--- config.mk ---
export PLATFORM = sky130hd
export DESIGN_NAME = cnn_pool_stream
export DESIGN_NICKNAME = d
export VERILOG_FILES = /design/src/rtl/cnn_pkg.sv /design/src/rtl/pool_line_buf.sv /design/src/rtl/cnn_pool_stream.sv
export SDC_FILE = /design/constraint.sdc
export NUM_CORES = 1
export LEC_CHECK = 0
export ABC_CLOCK_PERIOD_IN_PS = 5300
export CAP_MARGIN = 20
export CORE_MARGIN = 5
export CORE_UTILIZATION = 34
export CTS_CLUSTER_SIZE = 20
export DETAILED_ROUTE_END_ITERATION = 6
export HOLD_SLACK_MARGIN = 0.03
export PLACE_DENSITY = 0.59
export SETUP_SLACK_MARGIN = 0.3
export SLEW_MARGIN = 20
export SYNTH_ARGS = -nofsm -noshare
export SYNTH_HDL_FRONTEND = slang
export SYNTH_SLANG_ARGS = --single-unit
--- constraint.sdc ---
create_clock -name clk -period 5.3 [get_ports clk]
set_input_delay 1.06 -clock clk [delete_from_list [all_inputs] [get_ports clk]]
set_output_delay 1.06 -clock clk [all_outputs]
set_load 0.01 [all_outputs]
--- src/rtl/cnn_pkg.sv ---
// Shared definitions for the CNN pooling stage: mode encoding, FSM states and
// the signed compare helper.
package cnn_pkg;

  localparam logic POOL_MAX = 1'b0;
  localparam logic POOL_AVG = 1'b1;

  // Working width of sat_max; callers sign-extend into it and truncate the result.
  localparam int SMW = 64;

  typedef enum logic [1:0] {
    ST_IDLE = 2'd0,
    ST_RUN  = 2'd1,
    ST_DONE = 2'd2
  } pool_state_t;

  function automatic logic signed [SMW-1:0] sat_max(
    input logic signed [SMW-1:0] a,
    input logic signed [SMW-1:0] b
  );
    return (a > b) ? a : b;
  endfunction

endpackage

--- src/rtl/pool_line_buf.sv ---
// One-write/one-read synchronous RAM holding the even-row horizontal pair
// results; registered read data holds between read enables.
module pool_line_buf
  import cnn_pkg::*;
#(
  parameter int DEPTH = 12,
  parameter int WIDTH = 34,
  parameter int AW    = (DEPTH > 1) ? $clog2(DEPTH) : 1
) (
  input  logic             i_clk,
  input  logic             i_wr_en,
  input  logic [AW-1:0]    i_wr_addr,
  input  logic [WIDTH-1:0] i_wr_data,
  input  logic             i_rd_en,
  input  logic [AW-1:0]    i_rd_addr,
  output logic [WIDTH-1:0] o_rd_data
);

  logic [WIDTH-1:0] r_mem [DEPTH];
  logic [WIDTH-1:0] r_rd_data;

  always_ff @(posedge i_clk) begin
    if (i_wr_en) begin
      r_mem[i_wr_addr] <= i_wr_data;
    end
    if (i_rd_en) begin
      r_rd_data <= r_mem[i_rd_addr];
    end
  end

  assign o_rd_data = r_rd_data;

endmodule

--- src/rtl/cnn_pool_stream.sv ---
// Streaming 2x2/stride-2 max/average pooling over CH parallel channels with
// video-style output framing and sticky frame-error detection.
module cnn_pool_stream
  import cnn_pkg::*;
#(
  parameter int DW   = 16,
  parameter int CH   = 2,
  parameter int IN_W = 24,
  parameter int IN_H = 24
) (
  input  logic             clk,
  input  logic             rst,
  input  logic             frame_start,
  input  logic             pool_mode,
  input  logic [CH*DW-1:0] act_data,
  input  logic             act_data_vld,
  output logic [CH*DW-1:0] pool_data,
  output logic             pool_data_vld,
  output logic             active_video,
  output logic             vid_hsync,
  output logic             vid_vsync,
  output logic             vid_ce,
  output logic             frame_done,
  output logic             frame_err
);

  localparam int CW    = (IN_W > 1) ? $clog2(IN_W) : 1;
  localparam int RW    = (IN_H > 1) ? $clog2(IN_H) : 1;
  localparam int LB_D  = IN_W / 2;
  localparam int LB_AW = (LB_D > 1) ? $clog2(LB_D) : 1;
  localparam int PW    = DW + 1;
  localparam logic [CW-1:0] COL_LAST = CW'(IN_W - 1);
  localparam logic [RW-1:0] ROW_LAST = RW'(IN_H - 1);

  if ((IN_W % 2) != 0 || IN_W < 2) begin : g_bad_w
    $error("cnn_pool_stream: IN_W must be even and at least 2");
  end
  if ((IN_H % 2) != 0 || IN_H < 2) begin : g_bad_h
    $error("cnn_pool_stream: IN_H must be even and at least 2");
  end

  pool_state_t       r_state, w_state_nxt;
  logic [CW-1:0]     r_col, w_col;
  logic [RW-1:0]     r_row, w_row;
  logic              r_mode;
  logic [CH*DW-1:0]  r_h;
  logic              w_accept, w_err_set, w_col_odd, w_row_odd;
  logic              w_last_col, w_last_pix, w_emit, w_lb_we, w_lb_re;
  logic [LB_AW-1:0]  w_lb_addr;
  logic [CH*PW-1:0]  w_pair_all, w_lb_rdata;
  logic [CH*DW-1:0]  w_pool_nxt;

  logic [CH*DW-1:0]  r_pool_data;
  logic              r_pool_vld, r_active, r_hsync, r_vsync, r_done, r_err;

  // A frame_start beat is pixel (0,0) of the new frame, so position is forced to zero.
  assign w_col      = frame_start ? '0 : r_col;
  assign w_row      = frame_start ? '0 : r_row;
  assign w_accept   = act_data_vld && (frame_start || r_state == ST_RUN);
  assign w_err_set  = (act_data_vld && !w_accept) || (frame_start && r_state == ST_RUN);
  assign w_col_odd  = w_col[0];
  assign w_row_odd  = w_row[0];
  assign w_last_col = (w_col == COL_LAST);
  assign w_last_pix = w_last_col && (w_row == ROW_LAST);
  assign w_emit     = w_accept && w_col_odd && w_row_odd;
  assign w_lb_addr  = LB_AW'(w_col >> 1);
  assign w_lb_we    = w_accept && w_col_odd && !w_row_odd;
  assign w_lb_re    = w_accept && !w_col_odd && w_row_odd;

  always_comb begin
    w_state_nxt = r_state;
    unique case (r_state)
      ST_IDLE: if (frame_start) w_state_nxt = ST_RUN;
      ST_RUN:  if (w_accept && w_last_pix) w_state_nxt = ST_DONE;
      ST_DONE: w_state_nxt = frame_start ? ST_RUN : ST_IDLE;
      default: w_state_nxt = ST_IDLE;
    endcase
  end

  always_ff @(posedge clk or posedge rst) begin
    if (rst) begin
      r_state <= ST_IDLE;
      r_col   <= '0;
      r_row   <= '0;
      r_mode  <= POOL_MAX;
      r_h     <= '0;
    end else begin
      r_state <= w_state_nxt;
      if (frame_start) begin
        r_mode <= pool_mode;
      end
      if (w_accept) begin
        if (w_last_col) begin
          r_col <= '0;
          r_row <= (w_row == ROW_LAST) ? '0 : w_row + RW'(1);
        end else begin
          r_col <= w_col + CW'(1);
          r_row <= w_row;
        end
        if (!w_col_odd) begin
          r_h <= act_data;
        end
      end else if (frame_start) begin
        r_col <= '0;
        r_row <= '0;
      end
    end
  end

  pool_line_buf #(
    .DEPTH (LB_D),
    .WIDTH (CH * PW),
    .AW    (LB_AW)
  ) u_line_buf (
    .i_clk     (clk),
    .i_wr_en   (w_lb_we),
    .i_wr_addr (w_lb_addr),
    .i_wr_data (w_pair_all),
    .i_rd_en   (w_lb_re),
    .i_rd_addr (w_lb_addr),
    .o_rd_data (w_lb_rdata)
  );

  for (genvar c = 0; c < CH; c++) begin : g_ch
    logic signed [DW-1:0] w_a, w_b;
    logic signed [PW-1:0] w_pair, w_up;
    logic signed [PW:0]   w_sum;

    assign w_a    = r_h[c*DW +: DW];
    assign w_b    = act_data[c*DW +: DW];
    assign w_pair = (r_mode == POOL_AVG) ? (PW'(w_a) + PW'(w_b))
                                         : PW'(sat_max(SMW'(w_a), SMW'(w_b)));
    assign w_up   = w_lb_rdata[c*PW +: PW];
    // Four-sample sum needs DW+2 bits; the arithmetic shift floors toward -inf.
    assign w_sum  = (PW + 1)'(w_up) + (PW + 1)'(w_pair);

    assign w_pair_all[c*PW +: PW] = w_pair;
    assign w_pool_nxt[c*DW +: DW] = (r_mode == POOL_AVG) ? DW'(w_sum >>> 2)
                                    : DW'(sat_max(SMW'(w_up), SMW'(w_pair)));
  end

  always_ff @(posedge clk or posedge rst) begin
    if (rst) begin
      r_pool_data <= '0;
      r_pool_vld  <= 1'b0;
      r_active    <= 1'b0;
      r_hsync     <= 1'b0;
      r_vsync     <= 1'b0;
      r_done      <= 1'b0;
      r_err       <= 1'b0;
    end else begin
      r_pool_vld <= w_emit;
      if (w_emit) begin
        r_pool_data <= w_pool_nxt;
      end
      r_hsync <= w_emit && w_last_col;
      r_vsync <= w_emit && (w_col == CW'(1)) && (w_row == RW'(1));
      if (frame_start) begin
        r_active <= 1'b0;
      end else if (w_emit) begin
        r_active <= 1'b1;
      end else if (r_hsync) begin
        r_active <= 1'b0;
      end
      r_done <= (r_state == ST_DONE);
      r_err  <= (frame_start ? 1'b0 : r_err) | w_err_set;
    end
  end

  assign pool_data     = r_pool_data;
  assign pool_data_vld = r_pool_vld;
  assign vid_ce        = r_pool_vld;
  assign active_video  = r_active;
  assign vid_hsync     = r_hsync;
  assign vid_vsync     = r_vsync;
  assign frame_done    = r_done;
  assign frame_err     = r_err;

endmodule

==> impl_results.rst <==
.. list-table::
   :header-rows: 1

   * - Metric
     - Value
   * - Die span in y
     - between 200 and 300 um
   * - Maximum cell stage delay along the critical path
     - 360 ps
   * - Cell Area, Placed
     - between 30000 and 40000 sq um
   * - Asr flop ratio synth
     - 15.8%
   * - Post-synthesis cell type with the largest combined area
     - sky130_fd_sc_hd__edfxtp_1
   * - Syn-to-layout area delta
     - 31.7%
   * - FMAX
     - between 0.15 and 0.2 GHz
   * - Data required time at the worst endpoint
     - 5800 ps
   * - # clock sinks
     - 525
   * - Setup clock skew after layout
     - 31.2 ps
   * - Clock transition at the register clock pins on the worst setup and hold paths after CTS
     - 60 ps
   * - Complex-gate fraction of the synthesized area
     - 14.2%
   * - Die outline area
     - 80000 sq um
   * - Number of warnings issued by yosys
     - 0
   * - Hold crit path type
     - flip-flop to flip-flop
   * - Xor and xnor area share after synthesis
     - 1.59%
   * - Count of final hold-check violations
     - 0
   * - Synth Instances
     - 2035
   * - Cell class contributing the biggest share of worst-path delay
     - compound AO/OA/AOI/OAI gates
   * - Total DRC errors in the routed layout
     - 0
   * - Count of standard-cell rows
     - 100
   * - Commonest cells in the synthesized netlist
     - 442 x sky130_fd_sc_hd__edfxtp_1, 153 x sky130_fd_sc_hd__nor2_1, 146 x sky130_fd_sc_hd__a21oi_1
   * - Summed negative setup slack over all endpoints
     - 0 ps
   * - Post-DP HPWL
     - 49500 um
   * - Post-route design area
     - 33300 sq um
   * - Post-synth EDFFs
     - between 400 and 500
   * - Final-report max-slew violation count
     - 0
   * - Pleak
     - ~12 nW
   * - Count of input and output buffers
     - 75
   * - Max IR drop VDD
     - 0.000224 V
   * - Area share of fa/ha/maj cells after synthesis
     - around 7.1%
   * - Dominant combinational cell family by area after synthesis
     - compound AO/OA/AOI/OAI gates
   * - Max-cap check violation count
     - 0
   * - Largest cells by area after synthesis
     - sky130_fd_sc_hd__edfxtp_1 52%, sky130_fd_sc_hd__dfrtp_1 8.2%, sky130_fd_sc_hd__ha_1 7.0%
   * - Fraction of the yosys area taken by sequential cells
     - between 60% and 70%
   * - Number of buffers on the longest clock path
     - 3
   * - Routed length per placed instance
     - around 22 um
   * - Placed Cells
     - 3310
   * - Starting Density
     - 34.1%
   * - Worst path bufs/invs
     - 7
   * - CP max stage cell
     - sky130_fd_sc_hd__a221o_1
   * - Mean post-synth cell area
     - around 12 sq um
   * - First-pass GRT wire length
     - 112000 um
   * - Area share of the leading cell type in the synthesized netlist
     - a little over half
   * - Core Area
     - 74200 sq um
   * - Grt total ovfl
     - 0
   * - Critical path start-end classification
     - input pin to flip-flop
   * - Total power
     - about 12 mW
   * - Unrepaired setup endpoints after global routing
     - true
   * - Largest net degree at the start of global routing
     - 59
   * - Initial DRT Pass Iterations
     - 5
   * - Slew at the pin with the worst max-slew slack
     - 919 ps
   * - Total setup violations reported at the end of the flow
     - 0
   * - Post-layout minimum cycle time
     - 5100 ps
   * - Worst Setup Slack, final
     - 204 ps
   * - Final cell count without fillers
     - approximately 3500
   * - Number of vias per cell after detailed routing
     - 5.30
   * - Fraction of final layout cells with drive strength greater than 1
     - 30.3%
   * - Antenna violations before repair
     - 1
   * - Final core utilization
     - between 40 and 50%
   * - Worst-skew pair later-pin latency
     - 620 ps
   * - Clk Tree Root Cell
     - sky130_fd_sc_hd__clkbuf_16
   * - Data arrival at the endpoint of the critical path
     - between 5000 and 6000 ps
   * - TritonCTS Buffers
     - 53
   * - Via count of the first global-routing pass
     - about 18000
   * - Cell area power density
     - between 300 and 400 nW/um^2
   * - Hold Worst Slack
     - 481 ps
   * - Final Net Count
     - 2634
   * - Setup WS pre-CTS
     - -823 ps
   * - Final worst path period share
     - a little over nine tenths
   * - Area of the mapped netlist
     - 25300 sq um
   * - Result of the run
     - finished, final reports clean
   * - CP startpoint kind
     - input pin
   * - Floorplan die width
     - 283 um
   * - TritonCTS clock tree
     - yes
   * - Simple-gate portion of the synthesized area
     - between 7 and 8%
   * - Multiplexer share of the synthesized area
     - 5.48%
   * - Ys flop type
     - sky130_fd_sc_hd__edfxtp_1
   * - GRT Overall Usage
     - 18.2%
   * - Post-synthesis sequential element count
     - around 530
   * - Most frequently used cell type in the post-synthesis netlist
     - sky130_fd_sc_hd__edfxtp_1
   * - Number of distinct standard cells referenced by the synthesized netlist
     - 77
   * - Synthesized Nets
     - 2215
   * - Final weighted congestion in routability-driven placement
     - 0.887
   * - Tightest slew margin relative to the limit
     - 38.5%
   * - Antenna viol nets, final
     - 0
   * - Worst Setup End Kind
     - flip-flop
   * - Critical Path Most Common Cell
     - sky130_fd_sc_hd__buf_6
   * - Starting DRC count in detailed routing
     - 1563
   * - Via count of the routed design
     - 18300
   * - I/O pins
     - 76
   * - Wire length after detailed routing
     - 75100 um
   * - Number of levels in the clock H-tree
     - 2
   * - Largest fanout on the critical path
     - 6
==> layout make-up <==
cell class	count	area (sq um)
timing repair buffer	457	3870
tap	969	1210
multi-input combinational	1312	10800
inverter	105	414
antenna	1	2.50
clock inverter	31	260
clock buffer	64	1370
sequential	525	15400
fill	6595	40900
==> cell usage in the layout, fill, tap and decap left out, drive strengths merged, types with 7 or more instances in the layout <==
| master | n |
|---|---|
| a22oi | 48 |
| nor3 | 31 |
| dlygate4sd2 | 14 |
| a221oi | 12 |
| nand3 | 29 |
| nand2 | 138 |
| clkbuf | 69 |
| and2 | 8 |
| o211ai | 26 |
| nor2 | 153 |
| buf | 386 |
| ha | 141 |
| nor4 | 8 |
| dfrtp | 83 |
| inv | 109 |
| o21ai | 148 |
| a31oi | 13 |
| o21bai | 10 |
| a21oi | 147 |
| nand2b | 16 |
| edfxtp | 442 |
| or2 | 7 |
| mux2i | 107 |
| nor2b | 20 |
| xor2 | 11 |
| a22o | 20 |
| a21o | 14 |
| o221ai | 30 |
| xnor2 | 35 |
| mux2 | 20 |
| a211oi | 20 |
| clkinv | 21 |
| clkdlybuf4s50 | 43 |
| o21a | 12 |
==> logic make-up after synthesis <==
group,count (synthesis)
DFF,525
muxes,131
buffers and inverters,198
adders and majority gates,143
and+or+nand+nor,441
AOI/OAI and AO/OA,551
xor gates and xnor gates,46
==> report_power, final <==
group | internal [mW] | total, mW | switching [mW] | leakage [nW]
Sequential | 4.80 | 4.88 | 0.0778 | 5.07
Combinational | 1.74 | 3.64 | 1.90 | 6.59
Clock | 1.99 | 3.59 | 1.60 | 0.785
Total | 8.53 | 12.1 | 3.58 | 12.4
==> layer usage <==
metal | up-vias | GRT usage (%) | routed length, um
met4 | 0 | 4.08 | 1440
li1 | 8482 | - | -
met2 | 567 | 30.6 | 36200
met3 | 100 | 2.91 | 4450
met1 | 9199 | 25.0 | 33100
met5 | - | 0 | 0
==> flip-flops by register name (all words and copies together), names as in the netlist <==
| name | count |
|---|---|
| r_row | 5 |
| frame_done | 1 |
| vid_vsync | 1 |
| frame_err | 1 |
| pool_data | 32 |
| vid_hsync | 1 |
| r_col | 5 |
| active_video | 1 |
| r_mode | 1 |
| u_line_buf.r_mem | 408 |
| u_line_buf.o_rd_data | 34 |
| r_state | 2 |
| pool_data_vld | 1 |
| r_h | 32 |
==> final timing paths <==
path                                            from                         to  slack (ps)  depth (start not counted)
min                        pool_data[24]$_DFFE_PP0P_  pool_data[24]$_DFFE_PP0P_         480                          2
max in group asynchronous                        rst  pool_data[24]$_DFFE_PP0P_        3450                          3
max                                     act_data[17]  pool_data[30]$_DFFE_PP0P_         200                         26
max reg2reg                      r_h[17]$_DFFE_PP0P_  pool_data[30]$_DFFE_PP0P_         270                         23
min in group asynchronous                        rst    pool_data_vld$_DFF_PP0_         970                          2
min reg2reg                pool_data[24]$_DFFE_PP0P_  pool_data[24]$_DFFE_PP0P_         480                          2
==> timing repair <==
| item | 4_1_cts | 5_1_grt |
|---|---|---|
| resized for setup | 164 | 127 |
| cloned | 2 | 1 |
| setup endpoints to repair | 32 | 32 |
| buffers inserted | 27 | 28 |
| pin swaps | 75 | 82 |
| hold buffers | 0 | 0 |
==> worst min-delay path, cell delays in order (launching register included) <==
cell and delay [ps]:
sky130_fd_sc_hd__dfrtp_1 340, sky130_fd_sc_hd__nand2_1 50, sky130_fd_sc_hd__o21ai_0 60
No activity file was read; power rests on OpenSTA's default activity.
